File: src/rtl/qpl_requester.sv
// -----------------------------------------------------------------------------
// qpl_requester
// PU-side initiator for the QuickPageLite allocation service. It turns a
// simple user command (alloc N bytes / free handle H) into one manager
// transaction at a time. It also keeps a handle table so that users free
// memory by handle only.
//
// Ports
//   i_clk, i_rst              clock, synchronous active-low reset
//   i_cmd_*, o_cmd_rdy        user command stream (op 0 = alloc, 1 = dealloc)
//   o_rsp_*, i_rsp_rdy        user response stream {err, handle, base, lines}
//   o_req_alloc_*             alloc request to manager   {tag, size_bytes}
//   i_rep_alloc_*             alloc reply from manager   {tag, base, lines}
//   o_req_dealloc_*           dealloc request to manager {tag, base, lines}
//   i_rep_dealloc_*           dealloc reply (echo)       {tag, base, lines}
//   o_live_cnt                number of handles currently live
// -----------------------------------------------------------------------------
module qpl_requester #(
    parameter  int LINE_S  = 256,
    parameter  int BLOCK_D = 512,
    parameter  int UDATA_W = 4,
    localparam int BLOCK_W = $clog2(BLOCK_D),
    localparam int SZ_W    = $clog2(BLOCK_D * LINE_S) + 1,
    localparam int REQ_W   = UDATA_W + SZ_W,
    localparam int REP_W   = UDATA_W + 2 * BLOCK_W + 1
) (
    input  logic               i_clk,
    input  logic               i_rst,
    input  logic               i_cmd_vld,
    output logic               o_cmd_rdy,
    input  logic               i_cmd_op,
    input  logic [SZ_W-1:0]    i_cmd_size,
    input  logic [UDATA_W-1:0] i_cmd_handle,
    output logic               o_rsp_vld,
    input  logic               i_rsp_rdy,
    output logic               o_rsp_err,
    output logic [UDATA_W-1:0] o_rsp_handle,
    output logic [BLOCK_W-1:0] o_rsp_base,
    output logic [BLOCK_W:0]   o_rsp_lines,
    output logic               o_req_alloc_vld,
    input  logic               i_req_alloc_rdy,
    output logic [REQ_W-1:0]   o_req_alloc_data,
    input  logic               i_rep_alloc_vld,
    output logic               o_rep_alloc_rdy,
    input  logic [REP_W-1:0]   i_rep_alloc_data,
    output logic               o_req_dealloc_vld,
    input  logic               i_req_dealloc_rdy,
    output logic [REP_W-1:0]   o_req_dealloc_data,
    input  logic               i_rep_dealloc_vld,
    output logic               o_rep_dealloc_rdy,
    input  logic [REP_W-1:0]   i_rep_dealloc_data,
    output logic [UDATA_W:0]   o_live_cnt
);

    localparam int NH = 1 << UDATA_W;
    localparam logic [SZ_W-1:0] MAX_SZ = SZ_W'(BLOCK_D * LINE_S);

    typedef enum logic [2:0] {
        IDLE   = 3'd0,
        A_REQ  = 3'd1,
        A_WAIT = 3'd2,
        D_REQ  = 3'd3,
        D_WAIT = 3'd4,
        RSP    = 3'd5
    } state_t;

    state_t               r_state;
    state_t               w_nextState;

    logic                 r_cmdRdy;
    logic [NH-1:0]        r_live;
    logic [UDATA_W:0]     r_liveCnt;
    logic [UDATA_W-1:0]   r_tag;
    logic [SZ_W-1:0]      r_size;
    logic                 r_rspErr;
    logic [UDATA_W-1:0]   r_rspHandle;
    logic [BLOCK_W-1:0]   r_rspBase;
    logic [BLOCK_W:0]     r_rspLines;
    logic [BLOCK_W-1:0]   r_tabBase  [NH];
    logic [BLOCK_W:0]     r_tabLines [NH];

    logic                 w_accept;
    logic                 w_anyFree;
    logic [UDATA_W-1:0]   w_freeIdx;
    logic                 w_allocBad;
    logic                 w_deallocBad;
    logic [UDATA_W-1:0]   w_aRepTag;
    logic [BLOCK_W-1:0]   w_aRepBase;
    logic [BLOCK_W:0]     w_aRepLines;
    logic                 w_allocOk;
    logic [UDATA_W-1:0]   w_dRepTag;
    logic [BLOCK_W-1:0]   w_dRepBase;
    logic [BLOCK_W:0]     w_dRepLines;
    logic                 w_deallocOk;
    logic                 w_allocDone;
    logic                 w_deallocDone;
    logic [NH-1:0]        w_liveNext;
    logic [UDATA_W:0]     w_liveNextCnt;

    // Reply field split: {tag, base, lines} with lines in the low bits.
    assign w_aRepTag   = i_rep_alloc_data[REP_W-1 -: UDATA_W];
    assign w_aRepBase  = i_rep_alloc_data[2*BLOCK_W -: BLOCK_W];
    assign w_aRepLines = i_rep_alloc_data[BLOCK_W:0];
    assign w_dRepTag   = i_rep_dealloc_data[REP_W-1 -: UDATA_W];
    assign w_dRepBase  = i_rep_dealloc_data[2*BLOCK_W -: BLOCK_W];
    assign w_dRepLines = i_rep_dealloc_data[BLOCK_W:0];

    // o_cmd_rdy is a register so that it reads 0 during reset without any
    // combinational path from i_rst.
    assign w_accept     = i_cmd_vld & r_cmdRdy;
    assign w_anyFree    = ~&r_live;
    assign w_allocBad   = (i_cmd_size == '0) || (i_cmd_size > MAX_SZ) || !w_anyFree;
    assign w_deallocBad = !r_live[i_cmd_handle];
    assign w_allocOk    = (w_aRepTag == r_tag) && (w_aRepLines != '0);
    assign w_deallocOk  = (w_dRepTag == r_tag);
    assign w_allocDone   = (r_state == A_WAIT) && i_rep_alloc_vld;
    assign w_deallocDone = (r_state == D_WAIT) && i_rep_dealloc_vld;

    // Lowest-index free handle. The loop scans downward so the last hit wins.
    always_comb begin
        w_freeIdx = '0;
        for (int i = NH - 1; i >= 0; i--) begin
            if (!r_live[i]) begin
                w_freeIdx = UDATA_W'(i);
            end
        end
    end

    // Next value of the live bits and its popcount. The count register is
    // loaded from this value, so it moves in the same cycle as the bits.
    always_comb begin
        w_liveNext = r_live;
        if (w_allocDone && w_allocOk) begin
            w_liveNext[r_tag] = 1'b1;
        end
        if (w_deallocDone && w_deallocOk) begin
            w_liveNext[r_tag] = 1'b0;
        end
        w_liveNextCnt = '0;
        for (int i = 0; i < NH; i++) begin
            w_liveNextCnt = w_liveNextCnt + (UDATA_W+1)'(w_liveNext[i]);
        end
    end

    // FSM state register.
    always_ff @(posedge i_clk) begin
        if (!i_rst) begin
            r_state <= IDLE;
        end else begin
            r_state <= w_nextState;
        end
    end

    // Next-state logic and handshake outputs. Every vld/rdy is decoded from
    // the state register only.
    always_comb begin
        w_nextState       = r_state;
        o_req_alloc_vld   = 1'b0;
        o_rep_alloc_rdy   = 1'b0;
        o_req_dealloc_vld = 1'b0;
        o_rep_dealloc_rdy = 1'b0;
        o_rsp_vld         = 1'b0;
        case (r_state)
            IDLE: begin
                if (w_accept) begin
                    if (!i_cmd_op) begin
                        w_nextState = w_allocBad ? RSP : A_REQ;
                    end else begin
                        w_nextState = w_deallocBad ? RSP : D_REQ;
                    end
                end
            end
            A_REQ: begin
                o_req_alloc_vld = 1'b1;
                if (i_req_alloc_rdy) begin
                    w_nextState = A_WAIT;
                end
            end
            A_WAIT: begin
                o_rep_alloc_rdy = 1'b1;
                if (i_rep_alloc_vld) begin
                    w_nextState = RSP;
                end
            end
            D_REQ: begin
                o_req_dealloc_vld = 1'b1;
                if (i_req_dealloc_rdy) begin
                    w_nextState = D_WAIT;
                end
            end
            D_WAIT: begin
                o_rep_dealloc_rdy = 1'b1;
                if (i_rep_dealloc_vld) begin
                    w_nextState = RSP;
                end
            end
            RSP: begin
                o_rsp_vld = 1'b1;
                if (i_rsp_rdy) begin
                    w_nextState = IDLE;
                end
            end
            default: w_nextState = IDLE;
        endcase
    end

    // Command latch, live tracking and response registers. On accept the
    // response is preset as a failure. Only a good manager reply clears err,
    // so every error path shares the same response values.
    always_ff @(posedge i_clk) begin
        if (!i_rst) begin
            r_cmdRdy    <= 1'b0;
            r_live      <= '0;
            r_liveCnt   <= '0;
            r_tag       <= '0;
            r_size      <= '0;
            r_rspErr    <= 1'b0;
            r_rspHandle <= '0;
            r_rspBase   <= '0;
            r_rspLines  <= '0;
        end else begin
            r_cmdRdy  <= (w_nextState == IDLE);
            r_live    <= w_liveNext;
            r_liveCnt <= w_liveNextCnt;
            if (r_state == IDLE && w_accept) begin
                r_size      <= i_cmd_size;
                r_tag       <= i_cmd_op ? i_cmd_handle : w_freeIdx;
                r_rspHandle <= i_cmd_op ? i_cmd_handle : w_freeIdx;
                r_rspErr    <= 1'b1;
                r_rspBase   <= '0;
                r_rspLines  <= '0;
            end
            if (w_allocDone && w_allocOk) begin
                r_rspErr   <= 1'b0;
                r_rspBase  <= w_aRepBase;
                r_rspLines <= w_aRepLines;
            end
            if (w_deallocDone && w_deallocOk) begin
                r_rspErr   <= 1'b0;
                r_rspBase  <= w_dRepBase;
                r_rspLines <= w_dRepLines;
            end
        end
    end

    // Handle table contents. These are only meaningful where the live bit is
    // set, so they are not reset.
    always_ff @(posedge i_clk) begin
        if (w_allocDone && w_allocOk) begin
            r_tabBase[r_tag]  <= w_aRepBase;
            r_tabLines[r_tag] <= w_aRepLines;
        end
    end

    assign o_cmd_rdy          = r_cmdRdy;
    assign o_rsp_err          = r_rspErr;
    assign o_rsp_handle       = r_rspHandle;
    assign o_rsp_base         = r_rspBase;
    assign o_rsp_lines        = r_rspLines;
    assign o_req_alloc_data   = {r_tag, r_size};
    assign o_req_dealloc_data = {r_tag, r_tabBase[r_tag], r_tabLines[r_tag]};
    assign o_live_cnt         = r_liveCnt;

endmodule
File: config.mk
export PLATFORM = sky130hd
export DESIGN_NAME = qpl_requester
export DESIGN_NICKNAME = d
export VERILOG_FILES = /design/src/rtl/qpl_requester.sv
export SDC_FILE = /design/constraint.sdc
export NUM_CORES = 1
export LEC_CHECK = 0
export BUFFER_PORTS_ARGS = -buffer_cell sky130_fd_sc_hd__clkbuf_2
export CAP_MARGIN = 5
export CELL_PAD_IN_SITES_DETAIL_PLACEMENT = 0
export CELL_PAD_IN_SITES_GLOBAL_PLACEMENT = 2
export CORE_MARGIN = 2
export CORE_UTILIZATION = 35
export DETAILED_ROUTE_END_ITERATION = 6
export PLACE_DENSITY = 0.62
export SETUP_SLACK_MARGIN = 0.5
export SLEW_MARGIN = 40
export SYNTH_ARGS = -nofsm -noshare
export SYNTH_HDL_FRONTEND = slang
export SYNTH_SLANG_ARGS = --single-unit
File: constraint.sdc
create_clock -name i_clk -period 8.9 [get_ports i_clk]
set_clock_uncertainty 0.05 [all_clocks]
set_input_delay 0.445 -clock i_clk [delete_from_list [all_inputs] [get_ports i_clk]]
set_output_delay 0.445 -clock i_clk [all_outputs]
set_load 0.1 [all_outputs]
==> results_tabular.tex, run 1 <==
\begin{tabular}{lr}
\hline
Metric & Value \\
\hline
\multicolumn{2}{l}{\textbf{Cells and area}} \\
Final design utilization & 42.2\% \\
ANT cells & 0 \\
Final net count & 1,130 \\
Number of non-filler instances in the completed layout & 1,656 \\
Synthesis-to-layout area growth & 19.5\% \\
Fraction of layout instances using a drive strength above 1 & 34.4\% \\
\multicolumn{2}{l}{\textbf{STA}} \\
Remaining max-slew budget at the tightest pin & 43.7\% \\
Max Transition Viols Final & 0 \\
Portion of the clock cycle consumed by the worst path in the final layout & 67.2\% \\
Min cycle time layout & roughly 6.0 ns \\
Minimum setup slack in the final design & 2.92 ns \\
Final total negative setup slack & 0 ns \\
Worst slew pin tran & 0.845 ns \\
Top achievable clock speed & 0.167 GHz \\
Unrepaired setup endpoints after global routing & false \\
Setup-failing EPs final & 0 \\
Final hold violations & 0 \\
\multicolumn{2}{l}{\textbf{Floorplan}} \\
Chip Width & 212 um \\
Area of the core & 0.0429 sq mm \\
Die outline area & 0.0449 sq mm \\
Initial cell density of the core & 35.3\% \\
Chip Height & 212 um \\
Row count & 76 \\
Top-level port count & 157 \\
\multicolumn{2}{l}{\textbf{Critical path}} \\
Critical path's top delay family & adder cells \\
Type of the setup path with the least slack & flop to flop \\
Crit-path max cell delay & 0.80 ns \\
Highest-delay cell along the critical path & sky130\_fd\_sc\_hd\_\_dfxtp\_1 \\
CP bufs+invs & 7 \\
Cell breakdown of the critical path & xor2\_1, nor4\_2, nand3\_2, buf\_4, nor4\_2, buf\_4, o22a\_1, fa\_1, inv\_1, fa\_1, inv\_1, fa\_1, inv\_1, fa\_1, inv\_1, ha\_1, inv\_1, fa\_1, nor2b\_1, nor3\_1 \\
Worst EP required & 9.29 ns \\
Setup crit start kind & flop \\
Critical path endpoint category & flop \\
Highest fanout seen on the critical path & 35 \\
Worst EP arrival & 6.37 ns \\
\multicolumn{2}{l}{\textbf{CTS}} \\
Cell at the root of the clock tree & sky130\_fd\_sc\_hd\_\_clkbuf\_16 \\
\# hold bufs at CTS & 0 \\
Count of instances resized after the clock tree is built & 0 \\
Number of buffers inserted during clock tree synthesis & 42 \\
Clock Sinks & 375 \\
TritonCTS clock tree & built \\
Worst-path clk slew & 0.07 ns \\
Maximum level of the CTS H-tree & 2 \\
Clk buf depth & 3 \\
Number of setup buffers added after CTS & 0 \\
Source-to-sink clock delay at the later pin of the worst-skew pair & 0.53 ns \\
\multicolumn{2}{l}{\textbf{Placement}} \\
Worst setup slack after placement & 2.89 ns \\
Number of input and output port buffers inserted & 156 \\
DP Wirelength & 23.5 mm \\
Placed Instances & 1,578 \\
Gpl congestion & around 0.75 \\
\multicolumn{2}{l}{\textbf{Detailed routing}} \\
Detailed router's first-iteration violation count & 541 \\
Number of optimization iterations in the first detailed-route pass & 5 \\
Vias after detailed routing & 8,479 \\
DRC & 0 \\
Final routed wire length divided by cell count & 23.9 um \\
Post-detailed-route via-to-cell ratio & 5.12 \\
Total routed wirelength & about 40 mm \\
Final antenna-violating net count & 0 \\
\multicolumn{2}{l}{\textbf{Yosys}} \\
EDFF count, synth & 304 \\
Number of distinct library cells after synthesis & 53 \\
Portion of netlist area occupied by mux cells & 14.8\% \\
Xor and xnor area share after synthesis & 0.521\% \\
Compound-gate portion of the synthesized area & 4.47\% \\
Syn. warnings & 0 \\
Number of synthesized register bits & 375 \\
Adder and majority gate portion of the synthesized area & around 1.7\% \\
Mapped Nets & between 900 and 1,000 \\
Post-Synthesis Cells & 872 \\
Portion of the post-synthesis area used by sequential elements & a little over two thirds \\
Mean Syn Cell Area & between 15 and 20 sq um \\
Share of synthesized registers carrying an async set or reset & 0\% \\
Simple-gate share of the synthesized area & under 10\% \\
Most instantiated flip-flop cell in the synthesis netlist & sky130\_fd\_sc\_hd\_\_edfxtp\_1 \\
Post-synthesis instance area & 0.0151 sq mm \\
Main combinational cell family by area after synthesis & multiplexers \\
\multicolumn{2}{l}{\textbf{Power}} \\
Portion of total power attributed to the clock network & 35.3\% \\
Net Sw Frac & between 30 and 40\% \\
Sw power & 0.00163 W \\
Cell leakage power & 6.13 nW \\
P per Cell Area & 272 mW/mm\^{}2 \\
VDD IR-drop max & 159 uV \\
Reg power frac & 41.0\% \\
Combinational group share of total power & 23.8\% \\
Internal Power & between 0.003 and 0.004 W \\
\multicolumn{2}{l}{\textbf{GRT}} \\
Wire length of the first global-routing pass & 58.8 mm \\
Via count of the first global-routing pass & 8,853 \\
Global routing usage summed across all routing layers & 18.0\% \\
Overall overflow remaining after global route & 0 \\
Largest net degree at the start of global routing & 70 \\
Number of antenna violations at the first check in global routing & 0 \\
\multicolumn{2}{l}{\textbf{Hold path}} \\
Path class of the lowest-slack min-delay path & primary input to flop \\
\multicolumn{2}{l}{\textbf{Outcome}} \\
Run status & complete, no violations \\
\multicolumn{2}{l}{\textbf{Flow run}} \\
Number of maximum-capacitance constraint violations & 0 \\
\hline
\end{tabular}
[power groups by stage]
stage          Sequential (W)  Combinational, W  Clock (W)
2_1_floorplan         0.00213          0.000856          0
3_3_place_gp          0.00207           0.00117          0
3_5_place_dp          0.00207           0.00117          0
4_1_cts               0.00203           0.00117    0.00178
5_1_grt               0.00202           0.00122    0.00184
6_report              0.00201           0.00117    0.00173
[logic make-up (layout without fill, tap and decap cells)]
family	after synthesis	count (layout)
compound gates	108	108
simple gates	181	181
xor+xnor	9	9
flops	375	375
buf+inv	82	281
fa+ha+maj	15	15
mux	102	102
[layout by cell type (no fill, tap or decap), types with 9 or more instances in the layout]
master / n
sky130_fd_sc_hd__and2_1: 15
sky130_fd_sc_hd__edfxtp_1: 304
sky130_fd_sc_hd__a21oi_1: 22
sky130_fd_sc_hd__o21ai_0: 28
sky130_fd_sc_hd__xor2_1: 9
sky130_fd_sc_hd__fa_1: 10
sky130_fd_sc_hd__nor3_4: 10
sky130_fd_sc_hd__clkbuf_1: 9
sky130_fd_sc_hd__clkbuf_2: 156
sky130_fd_sc_hd__nor2_1: 20
sky130_fd_sc_hd__nand3_1: 21
sky130_fd_sc_hd__nand2_1: 65
sky130_fd_sc_hd__clkbuf_16: 43
sky130_fd_sc_hd__inv_1: 23
sky130_fd_sc_hd__a31oi_1: 20
sky130_fd_sc_hd__dfxtp_1: 67
sky130_fd_sc_hd__mux4_2: 97
sky130_fd_sc_hd__buf_4: 22
[tightest hold or removal path: stages]
cell	delay [ns]
sky130_fd_sc_hd__clkbuf_2	0.09
sky130_fd_sc_hd__nand2_1	0.05
sky130_fd_sc_hd__a21oi_1	0.05
[routing by layer]
metal	vias to the layer above	global-route usage [%]	wire (um)
li1	3793	-	-
met1	4407	24.4	17400
met2	228	30.2	19500
met3	51	3.56	2080
met4	0	3.86	635
met5	-	0	0
[state kept, by name, indices dropped and copies added, names as in the netlist, named ones only]
register	count
r_state	3
o_rsp_base	9
r_size	18
o_rsp_handle	4
r_tabBase	144
o_rsp_lines	10
o_cmd_rdy	1
r_live	16
o_live_cnt	5
o_rsp_err	1
r_tabLines	160
[final timing paths]
path	from	endpoint	slack (ns)	cells after the start
worst min-delay path	i_cmd_size[15]	r_size[15]	0.09	3
worst max register to register	o_rsp_handle[3]	o_live_cnt[2]	2.92	20
worst max-delay path	o_rsp_handle[3]	o_live_cnt[2]	2.92	20
worst min register to register	r_size[13]	r_size[13]	0.41	2
[metrics by stage]
step / hold WS, ns / area, sq um / total power [W]
finish: 0.0899 / 18100 / 0.00491
global route: 0.0754 / 18100 / 0.00509
CTS: 0.0609 / 18100 / 0.00498
detailed placement: 0.400 / 16700 / 0.00323
global placement: 0.393 / 16700 / 0.00324
floorplan: 0.494 / 15100 / 0.00299
[synth_stat cells (4+ instances only)]
| cell | number | area [sq um] |
|---|---|---|
| sky130_fd_sc_hd__edfxtp_1 | 304 | 9130 |
| sky130_fd_sc_hd__nor2_1 | 21 | 78.8 |
| sky130_fd_sc_hd__a21oi_1 | 22 | 110 |
| sky130_fd_sc_hd__nand4_1 | 4 | 25.0 |
| sky130_fd_sc_hd__buf_2 | 14 | 70.1 |
| sky130_fd_sc_hd__ha_1 | 5 | 62.6 |
| sky130_fd_sc_hd__xor2_1 | 9 | 78.8 |
| sky130_fd_sc_hd__o22a_1 | 8 | 70.1 |
| sky130_fd_sc_hd__o21ai_0 | 28 | 140 |
| sky130_fd_sc_hd__nor3_1 | 6 | 30.0 |
| sky130_fd_sc_hd__o22ai_1 | 8 | 50.1 |
| sky130_fd_sc_hd__buf_4 | 8 | 60.1 |
| sky130_fd_sc_hd__nor4_2 | 5 | 62.6 |
| sky130_fd_sc_hd__nor4_1 | 9 | 56.3 |
| sky130_fd_sc_hd__fa_1 | 10 | 200 |
| sky130_fd_sc_hd__nand2_1 | 65 | 244 |
| sky130_fd_sc_hd__nand3_1 | 22 | 110 |
| sky130_fd_sc_hd__inv_1 | 23 | 86.3 |
| sky130_fd_sc_hd__a31oi_1 | 20 | 125 |
| sky130_fd_sc_hd__dfxtp_1 | 71 | 1420 |
| sky130_fd_sc_hd__nand2b_1 | 7 | 43.8 |
| sky130_fd_sc_hd__nor3_2 | 10 | 100 |
| sky130_fd_sc_hd__clkbuf_1 | 33 | 124 |
| sky130_fd_sc_hd__and2_1 | 15 | 93.8 |
| sky130_fd_sc_hd__mux4_2 | 97 | 2180 |
| sky130_fd_sc_hd__nor2b_1 | 6 | 37.5 |
| sky130_fd_sc_hd__mux2i_1 | 5 | 50.1 |
[cell type report]
class | count | area [sq um]
clock inverters | 23 | 246
fillers | 3893 | 24800
well taps | 585 | 732
repair buffers | 181 | 988
multi-input cells | 415 | 4340
flip-flops and latches | 375 | 10600
clock buffers | 54 | 1140
inverters | 23 | 86.3
(Power assumes the default switching activity.)
==> run 2, diff against run 1 <==
--- a/config.mk
+++ b/config.mk
@@ -5,6 +5,7 @@
 export SDC_FILE = /design/constraint.sdc
 export NUM_CORES = 1
 export LEC_CHECK = 0
+export ABC_AREA = 1
 export BUFFER_PORTS_ARGS = -buffer_cell sky130_fd_sc_hd__clkbuf_2
 export CAP_MARGIN = 5
 export CELL_PAD_IN_SITES_DETAIL_PLACEMENT = 0
@@ -12,7 +13,7 @@
 export CORE_MARGIN = 2
 export CORE_UTILIZATION = 35
 export DETAILED_ROUTE_END_ITERATION = 6
-export PLACE_DENSITY = 0.62
+export PLACE_DENSITY = 0.67
 export SETUP_SLACK_MARGIN = 0.5
 export SLEW_MARGIN = 40
 export SYNTH_ARGS = -nofsm -noshare
==> constraint.sdc (replaced) <==
create_clock -name i_clk -period 6.2 [get_ports i_clk]
set_clock_uncertainty 0.05 [all_clocks]
set_input_delay 0.31 -clock i_clk [delete_from_list [all_inputs] [get_ports i_clk]]
set_output_delay 0.31 -clock i_clk [all_outputs]
set_load 0.1 [all_outputs]
==> run 2 against run 1 <==
  * Cell count grew 30%
  * Combinational power up 97%
  * Fmax increased by 13%
  * Count of clock-buffer cells in the layout fell by 1
  * Core utilization is 0.34 points higher
  * Non-clock buffer count grew 45
  * Cell area increased by 6.0%
  * Largest cell class unchanged
  * Synthesized area increased by 5.1%
  * Clock power rose by 41%
  * First-iteration DRC count grew 30%
  * Highest routed layer unchanged
==> results_tabular.tex, run 2 <==
\begin{tabular}{lr}
\hline
Metric & Value \\
\hline
\multicolumn{2}{l}{\textbf{Yosys}} \\
Share of Yosys cell area claimed by the top area cell type & 57.4\% (-2.9 points) \\
Count leader, synth & sky130\_fd\_sc\_hd\_\_edfxtp\_1 \\
Number of distinct library cells after synthesis & 42 (-21\%) \\
Most instantiated flip-flop cell in the synthesis netlist & sky130\_fd\_sc\_hd\_\_edfxtp\_1 \\
Portion of the post-synthesis area used by sequential elements & 66.3\% (-3.4 points) \\
Mapped Nets & 1,418 (+47\%) \\
EDFF count, synth & 304 (unchanged) \\
Share of synthesized registers carrying an async set or reset & 0\% (unchanged) \\
Mean Syn Cell Area & 12.0 sq um (-31\%) \\
Syn. warnings & 0 (unchanged) \\
Most common library cells after synthesis & 304 x sky130\_fd\_sc\_hd\_\_edfxtp\_1, 142 x sky130\_fd\_sc\_hd\_\_inv\_1, 122 x sky130\_fd\_sc\_hd\_\_o21ai\_0, 115 x sky130\_fd\_sc\_hd\_\_a21oi\_1, 111 x sky130\_fd\_sc\_hd\_\_nand2\_1 \\
Library cell occupying the most area in the post-synthesis netlist & sky130\_fd\_sc\_hd\_\_edfxtp\_1 \\
Leading cell types by total area after synthesis & sky130\_fd\_sc\_hd\_\_edfxtp\_1 57\%, sky130\_fd\_sc\_hd\_\_dfxtp\_1 8.9\%, sky130\_fd\_sc\_hd\_\_mux2i\_1 4.8\%, sky130\_fd\_sc\_hd\_\_o21ai\_0 3.8\%, sky130\_fd\_sc\_hd\_\_o211ai\_1 3.8\% \\
Number of synthesized register bits & 375 (unchanged) \\
Post-Synthesis Cells & 1,326 (+52\%) \\
Post-synthesis instance area & 0.0159 sq mm (+5.1\%) \\
\multicolumn{2}{l}{\textbf{CTS}} \\
TritonCTS clock tree & built \\
Number of setup buffers added after CTS & 0 (unchanged) \\
Source-to-sink clock delay at the later pin of the worst-skew pair & 0.56 ns (+0.03 ns) \\
\# hold bufs at CTS & 35 (+35) \\
Clk buf depth & 3 (unchanged) \\
Worst-path clk slew & 0.06 ns (about the same) \\
Maximum level of the CTS H-tree & 2 (unchanged) \\
Clock Sinks & 375 (unchanged) \\
Number of buffers inserted during clock tree synthesis & 43 (+2.4\%) \\
Cell at the root of the clock tree & sky130\_fd\_sc\_hd\_\_clkbuf\_16 \\
Count of instances resized after the clock tree is built & 0 (unchanged) \\
\multicolumn{2}{l}{\textbf{Cells and area}} \\
Area of the multi-input gates & 0.00449 sq mm (+3.5\%) \\
Area taken by flip-flops and latches & 0.0106 sq mm (about the same) \\
Biggest registers after layout & r\_tabLines x160, r\_tabBase x144, r\_size x18 \\
Fill cells & 4,324 (+11\%) \\
Most common cell after layout, fill and taps aside & sky130\_fd\_sc\_hd\_\_edfxtp\_1 \\
Top library cells by usage in the layout, fill and taps aside & 304 x sky130\_fd\_sc\_hd\_\_edfxtp\_1, 156 x sky130\_fd\_sc\_hd\_\_clkbuf\_2, 140 x sky130\_fd\_sc\_hd\_\_inv\_1, 122 x sky130\_fd\_sc\_hd\_\_o21ai\_0, 115 x sky130\_fd\_sc\_hd\_\_a21oi\_1 \\
Synthesis-to-layout area growth & 20.5\% \\
Finished layout cell area & 0.0192 sq mm (+6.0\%) \\
Final net count & 1,606 (+42\%) \\
Fraction of layout instances using a drive strength above 1 & 19.6\% (-15 points) \\
Number of flip-flops in the largest register & 160 (unchanged) \\
ANT cells & 0 (unchanged) \\
Register with the most flip-flops & r\_tabLines \\
\multicolumn{2}{l}{\textbf{Floorplan}} \\
Chip Height & 217 um (+2.5\%) \\
Chip Width & 217 um (+2.5\%) \\
Area of the core & 0.0451 sq mm (+5.1\%) \\
Row count & 78 (+2.6\%) \\
Initial cell density of the core & 35.3\% (about the same) \\
Top-level port count & 157 (unchanged) \\
Die outline area & 0.0472 sq mm (+5.0\%) \\
\multicolumn{2}{l}{\textbf{Detailed routing}} \\
Detailed router's first-iteration violation count & 706 (+30\%) \\
Vias after detailed routing & 10,700 (+26\%) \\
Final routed wire length divided by cell count & 21.7 um (-9.2\%) \\
Total routed wirelength & 46.6 mm (+18\%) \\
Post-detailed-route via-to-cell ratio & 4.99 (-2.6\%) \\
Number of optimization iterations in the first detailed-route pass & 5 (unchanged) \\
DRC & 0 (unchanged) \\
Final antenna-violating net count & 0 (unchanged) \\
\multicolumn{2}{l}{\textbf{STA}} \\
Setup-failing EPs final & 0 (unchanged) \\
Unrepaired setup endpoints after global routing & false \\
Final total negative setup slack & 0 ns (unchanged) \\
Max Transition Viols Final & 0 (unchanged) \\
Top achievable clock speed & 0.189 GHz (+13\%) \\
Worst slew pin tran & 0.836 ns (-0.00819 ns) \\
Remaining max-slew budget at the tightest pin & 44.2\% (+0.55 points) \\
Min cycle time layout & 5.29 ns (-0.690 ns) \\
Final hold violations & 0 (unchanged) \\
Portion of the clock cycle consumed by the worst path in the final layout & 85.3\% (+18 points) \\
\multicolumn{2}{l}{\textbf{Power}} \\
VDD IR-drop max & 274 uV (+72\%) \\
P per Cell Area & 396 mW/mm\^{}2 (+46\%) \\
Cell leakage power & 6.85 nW (+12\%) \\
\multicolumn{2}{l}{\textbf{Outcome}} \\
Run status & complete, no violations \\
\multicolumn{2}{l}{\textbf{Critical path}} \\
Endpoint of the lowest-slack register-to-register path & o\_live\_cnt[2] \\
Number of cell instances on the worst register-to-register path & 21 (+5.0\%) \\
Top cell by count, worst path & sky130\_fd\_sc\_hd\_\_inv\_1 \\
Highest-delay cell along the critical path & sky130\_fd\_sc\_hd\_\_fa\_1 \\
Critical path endpoint category & flop \\
Register-to-register setup slack & 0.91 ns (-2.01 ns) \\
Crit-path max cell delay & 0.50 ns (-0.30 ns) \\
CP bufs+invs & 7 (unchanged) \\
Setup crit start kind & flop \\
Type of the setup path with the least slack & flop to flop \\
Cell breakdown of the critical path & inv\_1, nor3\_4, nand2\_1, nor2\_4, nand2\_8, nor2\_4, buf\_16, o22ai\_1, fa\_1, fa\_1, inv\_1, fa\_1, inv\_1, fa\_1, inv\_1, ha\_1, inv\_1, fa\_1, inv\_1, o21ai\_0, a21oi\_1 \\
Source of the worst register-to-register timing path & r\_state[1] \\
Highest fanout seen on the critical path & 19 (-46\%) \\
Worst EP required & 6.64 ns (-2.65 ns) \\
Critical path's top delay family & adder cells \\
Worst EP arrival & 5.73 ns (-0.64 ns) \\
\multicolumn{2}{l}{\textbf{Flow run}} \\
Number of maximum-capacitance constraint violations & 0 (unchanged) \\
\multicolumn{2}{l}{\textbf{Hold path}} \\
Depth of the worst hold-timing path & 3 (unchanged) \\
Path class of the lowest-slack min-delay path & primary input to flop \\
Startpoint of the tightest hold check path & i\_rep\_dealloc\_data[16] \\
End point of the worst hold path & o\_rsp\_base[6] \\
\multicolumn{2}{l}{\textbf{Placement}} \\
DP Wirelength & 28.0 mm (+20\%) \\
Number of input and output port buffers inserted & 156 (unchanged) \\
Gpl congestion & 0.786 (+4.4\%) \\
Instance area after placement & 0.0175 sq mm (+4.6\%) \\
\multicolumn{2}{l}{\textbf{GRT}} \\
Via count of the first global-routing pass & 10,628 (+20\%) \\
Global routing usage summed across all routing layers & 20.0\% (+2.0 points) \\
Largest net degree at the start of global routing & 161 (+130\%) \\
Wire length of the first global-routing pass & 69.3 mm (+18\%) \\
Overall overflow remaining after global route & 0 (unchanged) \\
Number of antenna violations at the first check in global routing & 0 (unchanged) \\
\hline
\end{tabular}
run 2: per-stage QoR:
| stage | power, W | std cells | hold WS, ns | utilization [%] | setup slack, ns |
|---|---|---|---|---|---|
| after floorplan | 0.00471 | 1326 | 0.359 | - | 0.567 |
| after global placement | 0.00520 | 2029 | 0.417 | 38.5 | 0.535 |
| after detailed placement | 0.00520 | 2033 | 0.422 | 38.7 | 0.479 |
| after CTS | 0.00767 | 2145 | 0.00238 | 42.5 | 0.895 |
| after global routing | 0.00791 | 2146 | 0.0292 | 42.5 | 0.568 |
| final | 0.00758 | 2146 | 0.0307 | 42.5 | 0.912 |
run 2: power by group:
| part | internal, W | total [W] | switching, W |
|---|---|---|---|
| combinational | 0.000457 | 0.00231 | 0.00186 |
| clock | 0.00142 | 0.00244 | 0.00102 |
| sequential | 0.00277 | 0.00283 | 0.0000581 |
run 2: how the worst max path moves through the flow:
stage,from,endpoint,slack [ns],cells past startpoint
final,r_state[1],o_live_cnt[2],0.91,21
after global routing,r_state[1],o_live_cnt[2],0.57,21
after CTS,r_state[1],o_live_cnt[2],0.89,21
after detailed placement,i_rep_alloc_data[9],o_live_cnt[2],0.48,22
after global placement,i_rep_alloc_data[9],o_live_cnt[2],0.54,21
after floorplan,r_state[1],o_live_cnt[2],0.57,22
run 2: kinds of logic after synthesis:
family          share of synthesized area, %
fa+ha+maj                               1.65
mux                                     4.78
xor+xnor                               0.220
flops                                   66.3
compound gates                          13.4
simple gates                            7.61
buf+inv                                 6.05
run 2: layout make-up:
type | instances | area share, %
Timing Repair Buffer | 226 | 7.67
Multi-Input combinational cell | 718 | 23.4
Clock inverter | 24 | 1.08
Tap cell | 600 | 3.92
Clock buffer | 53 | 5.91
Inverter | 150 | 2.96
Sequential cell | 375 | 55.1
run 2: layer usage:
| metal | routed length, um | vias to the layer above | track usage [%] |
|---|---|---|---|
| met2 | 21600 | 291 | 32.3 |
| li1 | - | 5153 | - |
| met5 | 0 | - | 0 |
| met3 | 2660 | 54 | 4.03 |
| met4 | 843 | 0 | 5.34 |
| met1 | 21500 | 5202 | 27.5 |
run 2: worst register-to-register path, stage by stage (launching register included):
cell and delay (ns):
sky130_fd_sc_hd__dfxtp_1 0.41, sky130_fd_sc_hd__inv_1 0.12, sky130_fd_sc_hd__nor3_4 0.23, sky130_fd_sc_hd__nand2_1 0.15
sky130_fd_sc_hd__nor2_4 0.22, sky130_fd_sc_hd__nand2_8 0.19, sky130_fd_sc_hd__nor2_4 0.49, sky130_fd_sc_hd__buf_16 0.22
sky130_fd_sc_hd__o22ai_1 0.11, sky130_fd_sc_hd__fa_1 0.48, sky130_fd_sc_hd__fa_1 0.50, sky130_fd_sc_hd__inv_1 0.05
sky130_fd_sc_hd__fa_1 0.50, sky130_fd_sc_hd__inv_1 0.05, sky130_fd_sc_hd__fa_1 0.43, sky130_fd_sc_hd__inv_1 0.07
sky130_fd_sc_hd__ha_1 0.16, sky130_fd_sc_hd__inv_1 0.06, sky130_fd_sc_hd__fa_1 0.40, sky130_fd_sc_hd__inv_1 0.09
sky130_fd_sc_hd__o21ai_0 0.08, sky130_fd_sc_hd__a21oi_1 0.14
